File: src/rtl/pipe_stage_chain.sv
// Register pipeline of STAGES slots with per-slot valid bits, valid/ready on both sides,
// bubble collapse and a synchronous flush that wins over every transfer.
module pipe_stage_chain #(
  parameter int unsigned           DATA_WIDTH = 32,
  parameter int unsigned           STAGES     = 3,
  parameter logic [DATA_WIDTH-1:0] RESET_DATA = '0
) (
  input  logic                          clk_i,
  input  logic                          rstn_i,
  input  logic                          flush_i,
  input  logic                          in_valid_i,
  output logic                          in_ready_o,
  input  logic [DATA_WIDTH-1:0]         in_data_i,
  output logic                          out_valid_o,
  input  logic                          out_ready_i,
  output logic [DATA_WIDTH-1:0]         out_data_o,
  output logic [$clog2(STAGES+1)-1:0]   count_o
);

  localparam int unsigned CW = $clog2(STAGES + 1);

  logic [STAGES-1:0]     valid_q, valid_d;
  logic [DATA_WIDTH-1:0] data_q [STAGES];
  logic [DATA_WIDTH-1:0] data_d [STAGES];
  logic [CW-1:0]         count_q, count_d;

  logic [STAGES:0]       ready;
  logic [STAGES-1:0]     xfer;
  logic                  push;
  logic                  pop;

  // ready(k) = !valid(k) | ready(k+1), walked back from the output side.
  always_comb begin : ready_chain
    logic rdy;
    rdy           = out_ready_i;
    ready         = '0;
    ready[STAGES] = out_ready_i;
    for (int k = STAGES - 1; k >= 0; k--) begin
      rdy      = ~valid_q[k] | rdy;
      ready[k] = rdy;
    end
  end

  assign in_ready_o = ready[0] & ~flush_i;
  assign push       = in_valid_i & in_ready_o;
  assign pop        = valid_q[STAGES-1] & out_ready_i;

  always_comb begin
    xfer    = '0;
    valid_d = valid_q;
    count_d = count_q;
    for (int k = 0; k < STAGES; k++) begin
      data_d[k] = data_q[k];
    end

    xfer[0] = push;
    for (int k = 1; k < STAGES; k++) begin
      xfer[k] = valid_q[k-1] & ready[k];
    end

    for (int k = 0; k < STAGES; k++) begin
      if (flush_i) begin
        valid_d[k] = 1'b0;
      end else if (xfer[k]) begin
        valid_d[k] = 1'b1;
      end else if (ready[k+1]) begin
        valid_d[k] = 1'b0;
      end
    end

    // Data registers only move on a real transfer; a flush leaves them untouched.
    if (xfer[0] && !flush_i) begin
      data_d[0] = in_data_i;
    end
    for (int k = 1; k < STAGES; k++) begin
      if (xfer[k] && !flush_i) begin
        data_d[k] = data_q[k-1];
      end
    end

    if (flush_i) begin
      count_d = '0;
    end else begin
      count_d = count_q + CW'(push) - CW'(pop);
    end
  end

  always_ff @(posedge clk_i or negedge rstn_i) begin
    if (!rstn_i) begin
      valid_q <= '0;
      count_q <= '0;
      for (int k = 0; k < STAGES; k++) begin
        data_q[k] <= RESET_DATA;
      end
    end else begin
      valid_q <= valid_d;
      count_q <= count_d;
      for (int k = 0; k < STAGES; k++) begin
        data_q[k] <= data_d[k];
      end
    end
  end

  assign out_valid_o = valid_q[STAGES-1];
  assign out_data_o  = data_q[STAGES-1];
  assign count_o     = count_q;

endmodule

File: config.mk
export PLATFORM = sky130hd
export DESIGN_NAME = pipe_stage_chain
export DESIGN_NICKNAME = d
export VERILOG_FILES = /design/src/rtl/pipe_stage_chain.sv
export SDC_FILE = /design/constraint.sdc
export NUM_CORES = 1
export LEC_CHECK = 0
export ABC_CLOCK_PERIOD_IN_PS = 1950
export CAP_MARGIN = 20
export CORE_UTILIZATION = 47
export CTS_CLUSTER_DIAMETER = 40
export CTS_CLUSTER_SIZE = 24
export DETAILED_ROUTE_END_ITERATION = 8
export PLACE_DENSITY = 0.75
export SETUP_SLACK_MARGIN = 0.02
export SKIP_LAST_GASP = 1
export SLEW_MARGIN = 15
export SYNTH_ARGS = -nofsm -noshare
export SYNTH_HDL_FRONTEND = slang
export SYNTH_SLANG_ARGS = --single-unit
File: constraint.sdc
create_clock -name clk_i -period 1.95 [get_ports clk_i]
set_clock_uncertainty 0.2 [all_clocks]
set_input_delay 0.4875 -clock clk_i [delete_from_list [all_inputs] [get_ports clk_i]]
set_output_delay 0.4875 -clock clk_i [all_outputs]
set_load 0.02 [all_outputs]
* Yosys cells after proc, flatten, opt, wreduce, memory -nomap -nowiden
Cells that the tools add are included.
Storage, ports and cells: bits in registers 101, latch bits 0, memory bits (writable) 0, bits in read-only memories 0, input port bits 37, output and inout bits 36, word-level logic and storage cells 38, memories kept 0
Cells by class: $add $sub $neg 2, $mul 0, divide/modulo/power cells 0, magnitude comparators 0, equality and inequality tests 0, shift-type cells 0, muxes and demuxes 10, bitwise logic cells 12, reduce and logical (&&, ||, !) cells 7
Operators by type and width (count):
- $mux W1 | 9
- $reduce_bool A3 Y1 | 3
- $and A1 B1 Y1 | 5
- $not A1 Y1 | 4
- $logic_and A1 B1 Y1 | 3
- $or A1 B1 Y1 | 3
- $add A2 B1 Y2 | 1
- $mux W2 | 1
- $sub A2 B1 Y2 | 1
- $logic_not A1 Y1 | 1

* Longest topological paths before layout
Gate-level depths: netlist of the first run.
depth after elaboration 9, gate-level depth with buffers 8, mapped depth without buffers 7

* Worst setup path after synthesis of the first run
Ideal clock, no wire load.
path kind in2reg, start point in out_ready_i, end point reg count_q[0] (netlist: count_o[0]), library setup time 0.118 ns, arrival time 1.750 ns, required time 1.632 ns, path slack -0.118 ns, stages 7, path buffers 1, cells stage by stage nand4b_1 -> nand3b_1 -> buf_2 -> ha_1 -> inv_1 -> ha_1 -> and2b_1
Between the ends: longest elaborated chain between the ends 8, elaborated cells between the ends (all ways) 9, those cells by class add/sub (2); mux (1); bitwise (6)
RTL lines:
- start: declaration | RTL line 15 | input logic out_ready_i,
- $or A1 B1 Y1 (3 in series) | RTL line 39 | rdy = ~valid_q[k] | rdy;
- $and A1 B1 Y1 | RTL line 44 | assign in_ready_o = ready[0] & ~flush_i;
- $and A1 B1 Y1 | RTL line 45 | assign push = in_valid_i & in_ready_o;
- $add A2 B1 Y2 | RTL line 84 | count_d = count_q + CW'(push) - CW'(pop);
- $sub A2 B1 Y2 (*) | RTL line 84
- $mux W2 (*) | RTL line 81 | if (flush_i) begin
- via count_d[0] | RTL line 25 | logic [CW-1:0] count_q, count_d;
- end signal: assignment | RTL line 97 | count_q <= count_d;
- end: declaration | RTL line 25
The timed path passes the listed nets; every way through them passes the cells marked *. A chain may end at the register's enable or synchronous reset.

* Final worst setup path of the first run
start point in out_ready_i, end point out in_ready_o
Between the ends: longest elaborated chain between the ends 4
RTL lines:
- $or A1 B1 Y1 (3 in series) | RTL line 39
- $and A1 B1 Y1 | RTL line 44
- end: declaration | RTL line 12 | output logic in_ready_o,
No other way between the ends.

==> metrics.md, run 1 <==
| Metric | Value |
|---|---|
| Outcome | `finished, final reports clean` |
| Proportion of netlist area held by the largest area contributor | `0.599` |
| Data required time at the worst endpoint | `1.26 ns` |
| Die area | `9370 um^2` |
| Async S/R FF share, synth | `1.00` |
| Leakage power summed over all cells | `2.39 nW` |
| Number of global-route vias before repair | `2276` |
| Internal power | `4.10 mW` |
| Maximum cell stage delay along the critical path | `0.23 ns` |
| DP Wirelength | `4190 um` |
| Die outline height | `96.8 um` |
| Hold Path Depth | `1` |
| Portion of total power attributed to sequential cells | `0.511` |
| Placement row count | `34` |
| Final weighted congestion of routability-driven global placement | `0.710` |
| Post-Place Setup Slack | `-0.579 ns` |
| Kind of capture point of the worst setup path | `primary output` |
| Unrepaired setup endpoints after global routing | `yes` |
| Count of input and output buffers | `72` |
| Effective utilization at floorplan | `0.484` |
| Maximum ir drop on the vdd rail | `0.389 mV` |
| Net count after synthesis | `300` |
| Post-layout nets | `353` |
| Capture endpoint of the worst hold path | `data_q[51]$_DFFE_PN0P_` |
| Number of buffers inserted during clock tree synthesis | `9` |
| FF-to-FF path depth | `8` |
| Total length of routed wires | `6750 um` |
| Largest area contributor in the netlist | `dfrtp_1` |
| CP Data Arrival Time | `1.23 ns` |
| 1st-iter DRT viols | `51` |
| Final number of hold-violating endpoints | `0` |
| Leading register cell type out of synthesis | `dfrtp_1` |
| Net switching power | `1.70 mW` |
| Clock tree from TritonCTS | `yes` |
| Power Total | `5.80 mW` |
| Post-detailed-route via-to-cell ratio | `4.90` |
| Cell family contributing the most delay on the critical path | `simple AND/OR/NAND/NOR gates` |
| Post-Synthesis Cell Area | `4220 um^2` |
| Detailed-router iteration count before antenna repair | `4` |
| Most common cell in the netlist | `dfrtp_1` |
| Final standard cell area without fillers | `5040 um^2` |
| Routed Antenna Nets | `0` |
| Max Clk Rate | `522 MHz` |
| Initial antenna violation count | `0` |
| Post-synthesis sequential element count | `101` |
| Die X | `96.8 um` |
| Clock sink total | `101` |
| Cells after Synth | `261` |
| Period minus WS final | `1.92 ns` |
| Worst setup slack after layout | `0.0334 ns` |
| Number of max-capacitance violations reported | `0` |
| Remaining Overflow, GRT | `0` |
| Sequential Area | `2530 um^2` |
| Number of max-slew violations in the final report | `0` |
| Switching portion of total power | `0.293` |
| Number of buffers between clock root and the deepest sink | `2` |
| Global-route wire length before repair | `11600 um` |
| Sequential element share of the synthesized area | `0.599` |
| Reg-to-reg critical path endpoint | `count_o[1]$_DFF_PN0_` |
| CORE AREA | `8720 um^2` |
| Worst min-delay path class | `register to register` |
| Post-Place Cell Area | `4860 um^2` |
| Number of warning messages in the yosys log | `0` |
| Via Count | `2091` |
| Synth top area cells | `dfrtp_1, mux2_2, mux2_4` |
| Final setup violation count | `0` |
| Top cells by instance count after synthesis | `dfrtp_1, mux2_2, buf_4` |
| Setup Crit Path Kind | `input pin to primary output` |
| Number of diodes | `0` |
| Startpoint of the worst setup timing path | `out_ready_i` |
| Total negative slack | `0 ns` |
| Fraction of final layout cells sized beyond drive strength 1 | `0.411` |
| Power density over the cells | `1150 nW/um^2` |
| Min-Delay Startpoint | `data_q[83]$_DFFE_PN0P_` |
| Top-level I/O count | `73` |
| Post-synthesis to final-layout area growth | `19.5%` |
| Number of remaining DRC errors | `0` |
| Post-route clock period utilization | `0.983` |
| Number of levels the H-tree was split into | `3` |
| Clock root cell | `clkbuf_8` |
| Critical path startpoint category | `input pin` |
| Power share of the clock group | `0.205` |
| Number of library cell types mapped by synthesis | `20` |
| Post-synth EDFFs | `0` |
| Register-to-register setup slack | `0.04 ns` |
| Average instance area after synthesis | `16.2 um^2` |
| Worst R2R Start | `valid_q[2]$_DFFE_PN0P_` |
| Area used by multi-input combinational logic | `1360 um^2` |
| Fillers | `685` |
| CTS clock-pin slew for the worst setup and hold paths | `0.10 ns` |
| Clock insertion delay at the later pin of the skew report | `0.35 ns` |
| Worst-margin pin slew | `0.535 ns` |
| CP max-delay cell | `dlygate4sd2_1` |
| Max-slew headroom | `0.644` |
| Global-route usage over all layers | `0.159` |
| Comb power frac | `0.284` |
| Cells along the critical path | `dlygate4sd2_1, nand4b_1, and2b_1, buf_6` |
| Detail-routed net length per standard cell | `15.8 um` |
| Crit path buffers/inverters | `2` |
| Maximum number of pins on one net before global-route repair | `102` |
| Largest fanout of any net on the critical path | `2` |
metal layers:
metal,part of all wire,track usage,up-vias
li1,-,-,974
met1,0.46,0.219,1066
met2,0.49,0.249,42
met3,0.031,0.0275,9
met4,0.016,0.0723,0
met5,0,0,-
state kept, by name, summed over array words and instances (netlist names):
| name | count |
|---|---|
| count_o | 2 |
| valid_q | 3 |
| data_q | 64 |
| out_data_o | 32 |
stage by stage:
stage,std cells,util,hold slack [ns]
floorplan,261,-,-0.00809
global placement,408,0.557,0.281
detailed placement,408,0.557,0.289
CTS,427,0.579,0.299
global route,427,0.578,0.326
finish,427,0.578,0.298
cell usage in the layout (no fill, tap or decap), types with 2 or more instances in the layout:
cell,instances
buf_6,3
mux2_2,66
buf_4,7
dlygate4sd2_1,36
and2b_1,2
mux2_4,30
clkbuf_8,10
nor2_1,4
clkinvlp_4,3
clkdlybuf4s50_1,33
ha_4,2
a21oi_1,2
inv_1,2
dfrtp_1,101
buf_12,3
layout make-up:
class,count,share of cell area
flip-flops and latches,101,0.501
multi-input cells,114,0.269
repair buffers,85,0.165
clock buffers,11,0.0280
well taps,108,0.0268
clock inverters,5,0.00719
inverters,3,0.00223
logic make-up after synthesis:
| logic type | synth area share |
|---|---|
| AOI/OAI and AO/OA | 0.00445 |
| and+or+nand+nor | 0.0178 |
| xor gates and xnor gates | 0.00415 |
| muxes | 0.283 |
| DFF | 0.599 |
| buffers and inverters | 0.0862 |
| adders and majority gates | 0.00593 |
repair_timing:
action                                  CTS  global route
endpoints found under the setup margin  134            41
resized for setup                        45             4
hold endpoints to repair                  1             0
gates cloned                              1             0
buffers inserted                          1             0
hold buffers                              1             0
power groups by stage:
stage / Sequential (mW) / Combinational [mW] / Clock (mW)
2_1_floorplan: 2.92 / 1.52 / 0
3_3_place_gp: 2.99 / 1.83 / 0
3_5_place_dp: 3.02 / 1.87 / 0
4_1_cts: 2.97 / 1.67 / 1.25
5_1_grt: 3.05 / 1.76 / 1.32
6_report: 2.97 / 1.65 / 1.19
worst max-delay path by stage:
stage | end | slack (ns) | cells after the start
final | in_ready_o | 0.03 | 4
after global routing | count_o[1]$_DFF_PN0_ | -0.04 | 8
after CTS | in_ready_o | 0.02 | 3
after detailed placement | in_ready_o | -0.58 | 4
after global placement | in_ready_o | -0.56 | 4
after floorplan | count_o[0]$_DFF_PN0_ | -0.02 | 7
Power figures use the tool's default switching activity.
==> inputs of run 2 (changes only) <==
PLACE_DENSITY = default   (was 0.75)
PLACE_DENSITY_LB_ADDON = 0.25   (was default)
==> run 2 against run 1 <==
Effect of this change:
- clock power is essentially flat
- largest cell class unchanged
- die area is the same
- critical endpoint unchanged
- global-route usage grew 0.57 points
- register-to-register slack gained 0.08 ns
- largest power group unchanged
==> metrics.md, run 2 (synthesis results as in run 1) <==
| Metric | Value |
|---|---|
| Outcome | `finished, final reports clean` |
| Final number of hold-violating endpoints | `0` |
| Number of global-route vias before repair | `2334` |
| Top-level I/O count | `73` |
| Maximum ir drop on the vdd rail | `0.464 mV` |
| Register-to-register setup slack | `0.12 ns` |
| Cell count after placement | `413` |
| Clock insertion delay at the later pin of the skew report | `0.36 ns` |
| Detail-routed net length per standard cell | `16.0 um` |
| Number of buffers between clock root and the deepest sink | `2` |
| Kind of capture point of the worst setup path | `primary output` |
| Largest fanout of any net on the critical path | `3` |
| Number of levels the H-tree was split into | `3` |
| Post-route clock period utilization | `0.978` |
| Final weighted congestion of routability-driven global placement | `0.785` |
| Final standard cell area without fillers | `5120 um^2` |
| Final setup violation count | `0` |
| Worst setup slack after layout | `0.0420 ns` |
| DP Wirelength | `4530 um` |
| Placement row count | `34` |
| Total negative slack | `0 ns` |
| Fillers | `703` |
| Clock sink total | `101` |
| Power density over the cells | `1140 nW/um^2` |
| Worst min-delay path class | `register to register` |
| Worst-margin pin slew | `0.337 ns` |
| Number of max-slew violations in the final report | `0` |
| Setup Crit Path Kind | `register to primary output` |
| Number of max-capacitance violations reported | `0` |
| Post-Place Setup Slack | `-0.714 ns` |
| Effective utilization at floorplan | `0.484` |
| Top library cells by usage in the layout, fill and taps aside | `dfrtp_1, mux2_2, dlygate4sd2_1` |
| Unrepaired setup endpoints after global routing | `yes` |
| Count of input and output buffers | `72` |
| CORE AREA | `8720 um^2` |
| Number of diodes | `0` |
| Data required time at the worst endpoint | `1.26 ns` |
| Routed Antenna Nets | `0` |
| Maximum number of pins on one net before global-route repair | `53` |
| Global-route wire length before repair | `12000 um` |
| Fraction of met1 tracks used by global routing | `0.223` |
| Max reg flops | `64` |
| Number of remaining DRC errors | `0` |
| Largest reg by FF count | `data_q` |
| Number of buffers inserted during clock tree synthesis | `9` |
| Max Clk Rate | `524 MHz` |
| 1st-iter DRT viols | `41` |
| Fraction of final layout cells sized beyond drive strength 1 | `0.436` |
| Final Non-Filler Cells | `434` |
| Critical path startpoint category | `register` |
| Initial antenna violation count | `0` |
| Max-slew headroom | `0.776` |
| Die area | `9370 um^2` |
| CP Data Arrival Time | `1.22 ns` |
| Period minus WS final | `1.91 ns` |
| CTS clock-pin slew for the worst setup and hold paths | `0.10 ns` |
| Post-synthesis to final-layout area growth | `21.4%` |
| Power Total | `5.82 mW` |
| GRT met2 Usage | `0.256` |
| Most common cell after layout, fill and taps aside | `dfrtp_1` |
| Post-detailed-route via-to-cell ratio | `4.87` |
| Clock tree from TritonCTS | `yes` |
| Post-layout nets | `360` |
| Global-route usage over all layers | `0.165` |
| Post-Place Cell Area | `4920 um^2` |
| Leakage power summed over all cells | `2.43 nW` |
| Remaining Overflow, GRT | `0` |
| Met3 layer usage reported by global route | `0.0455` |
| End-of-flow core utilization | `0.588` |
| Die outline height | `96.8 um` |
| Via Count | `2114` |
| Total length of routed wires | `6940 um` |
| Clock root cell | `clkbuf_8` |
| Most utilized layer in the global route result | `met2` |
| Fin Hold WS | `0.304 ns` |
| Die X | `96.8 um` |
| Detailed-router iteration count before antenna repair | `4` |
==> run 2: timing repair <==
action | in CTS | in global routing
gates resized for setup | 44 | 9
endpoints found under the hold margin | 22 | 0
hold buffers | 1 | 0
cloned | 1 | 1
endpoints found under the setup margin | 134 | 43
buffers inserted | 2 | 0
pin swaps | 0 | 1
==> run 2: path summary, 6_finish.rpt <==
path,startpoint,end,cells after the start
min in group asynchronous,rstn_i,out_data_o[8]$_DFFE_PN0P_,2
setup / recovery,valid_q[2]$_DFFE_PN0P_,in_ready_o,3
max in group asynchronous,rstn_i,data_q[91]$_DFFE_PN0P_,3
hold / removal,data_q[57]$_DFFE_PN0P_,out_data_o[25]$_DFFE_PN0P_,1
hold reg to reg,data_q[57]$_DFFE_PN0P_,out_data_o[25]$_DFFE_PN0P_,1
setup reg to reg,valid_q[2]$_DFFE_PN0P_,count_o[0]$_DFF_PN0_,8
==> run 2: cell type report <==
type	instances	area (um^2)	area share
Clock buffer	9	124	0.0242
Clock inverter	7	50.0	0.00977
Inverter	3	11.3	0.00220
Multi-Input combinational cell	114	1370	0.267
Sequential cell	101	2530	0.493
Tap cell	108	135	0.0264
Timing Repair Buffer	92	910	0.178
==> run 2: critical path, stage by stage (launching register included) <==
cell and delay (ns):
dfrtp_1 0.39, nand4b_1 0.14, and2b_1 0.21, buf_6 0.13
==> run 2: power breakdown <==
group          internal, mW  switching, mW  total, mW
clock network         0.469          0.732       1.20
logic                 0.953          0.719       1.67
registers              2.66          0.284       2.95
total                  4.08           1.73       5.82
==> run 2: per-layer routing <==
metal / vias up / share of wire
li1: 984 / -
met1: 1072 / 0.48
met2: 46 / 0.47
met3: 12 / 0.036
met4: 0 / 0.016
met5: - / 0
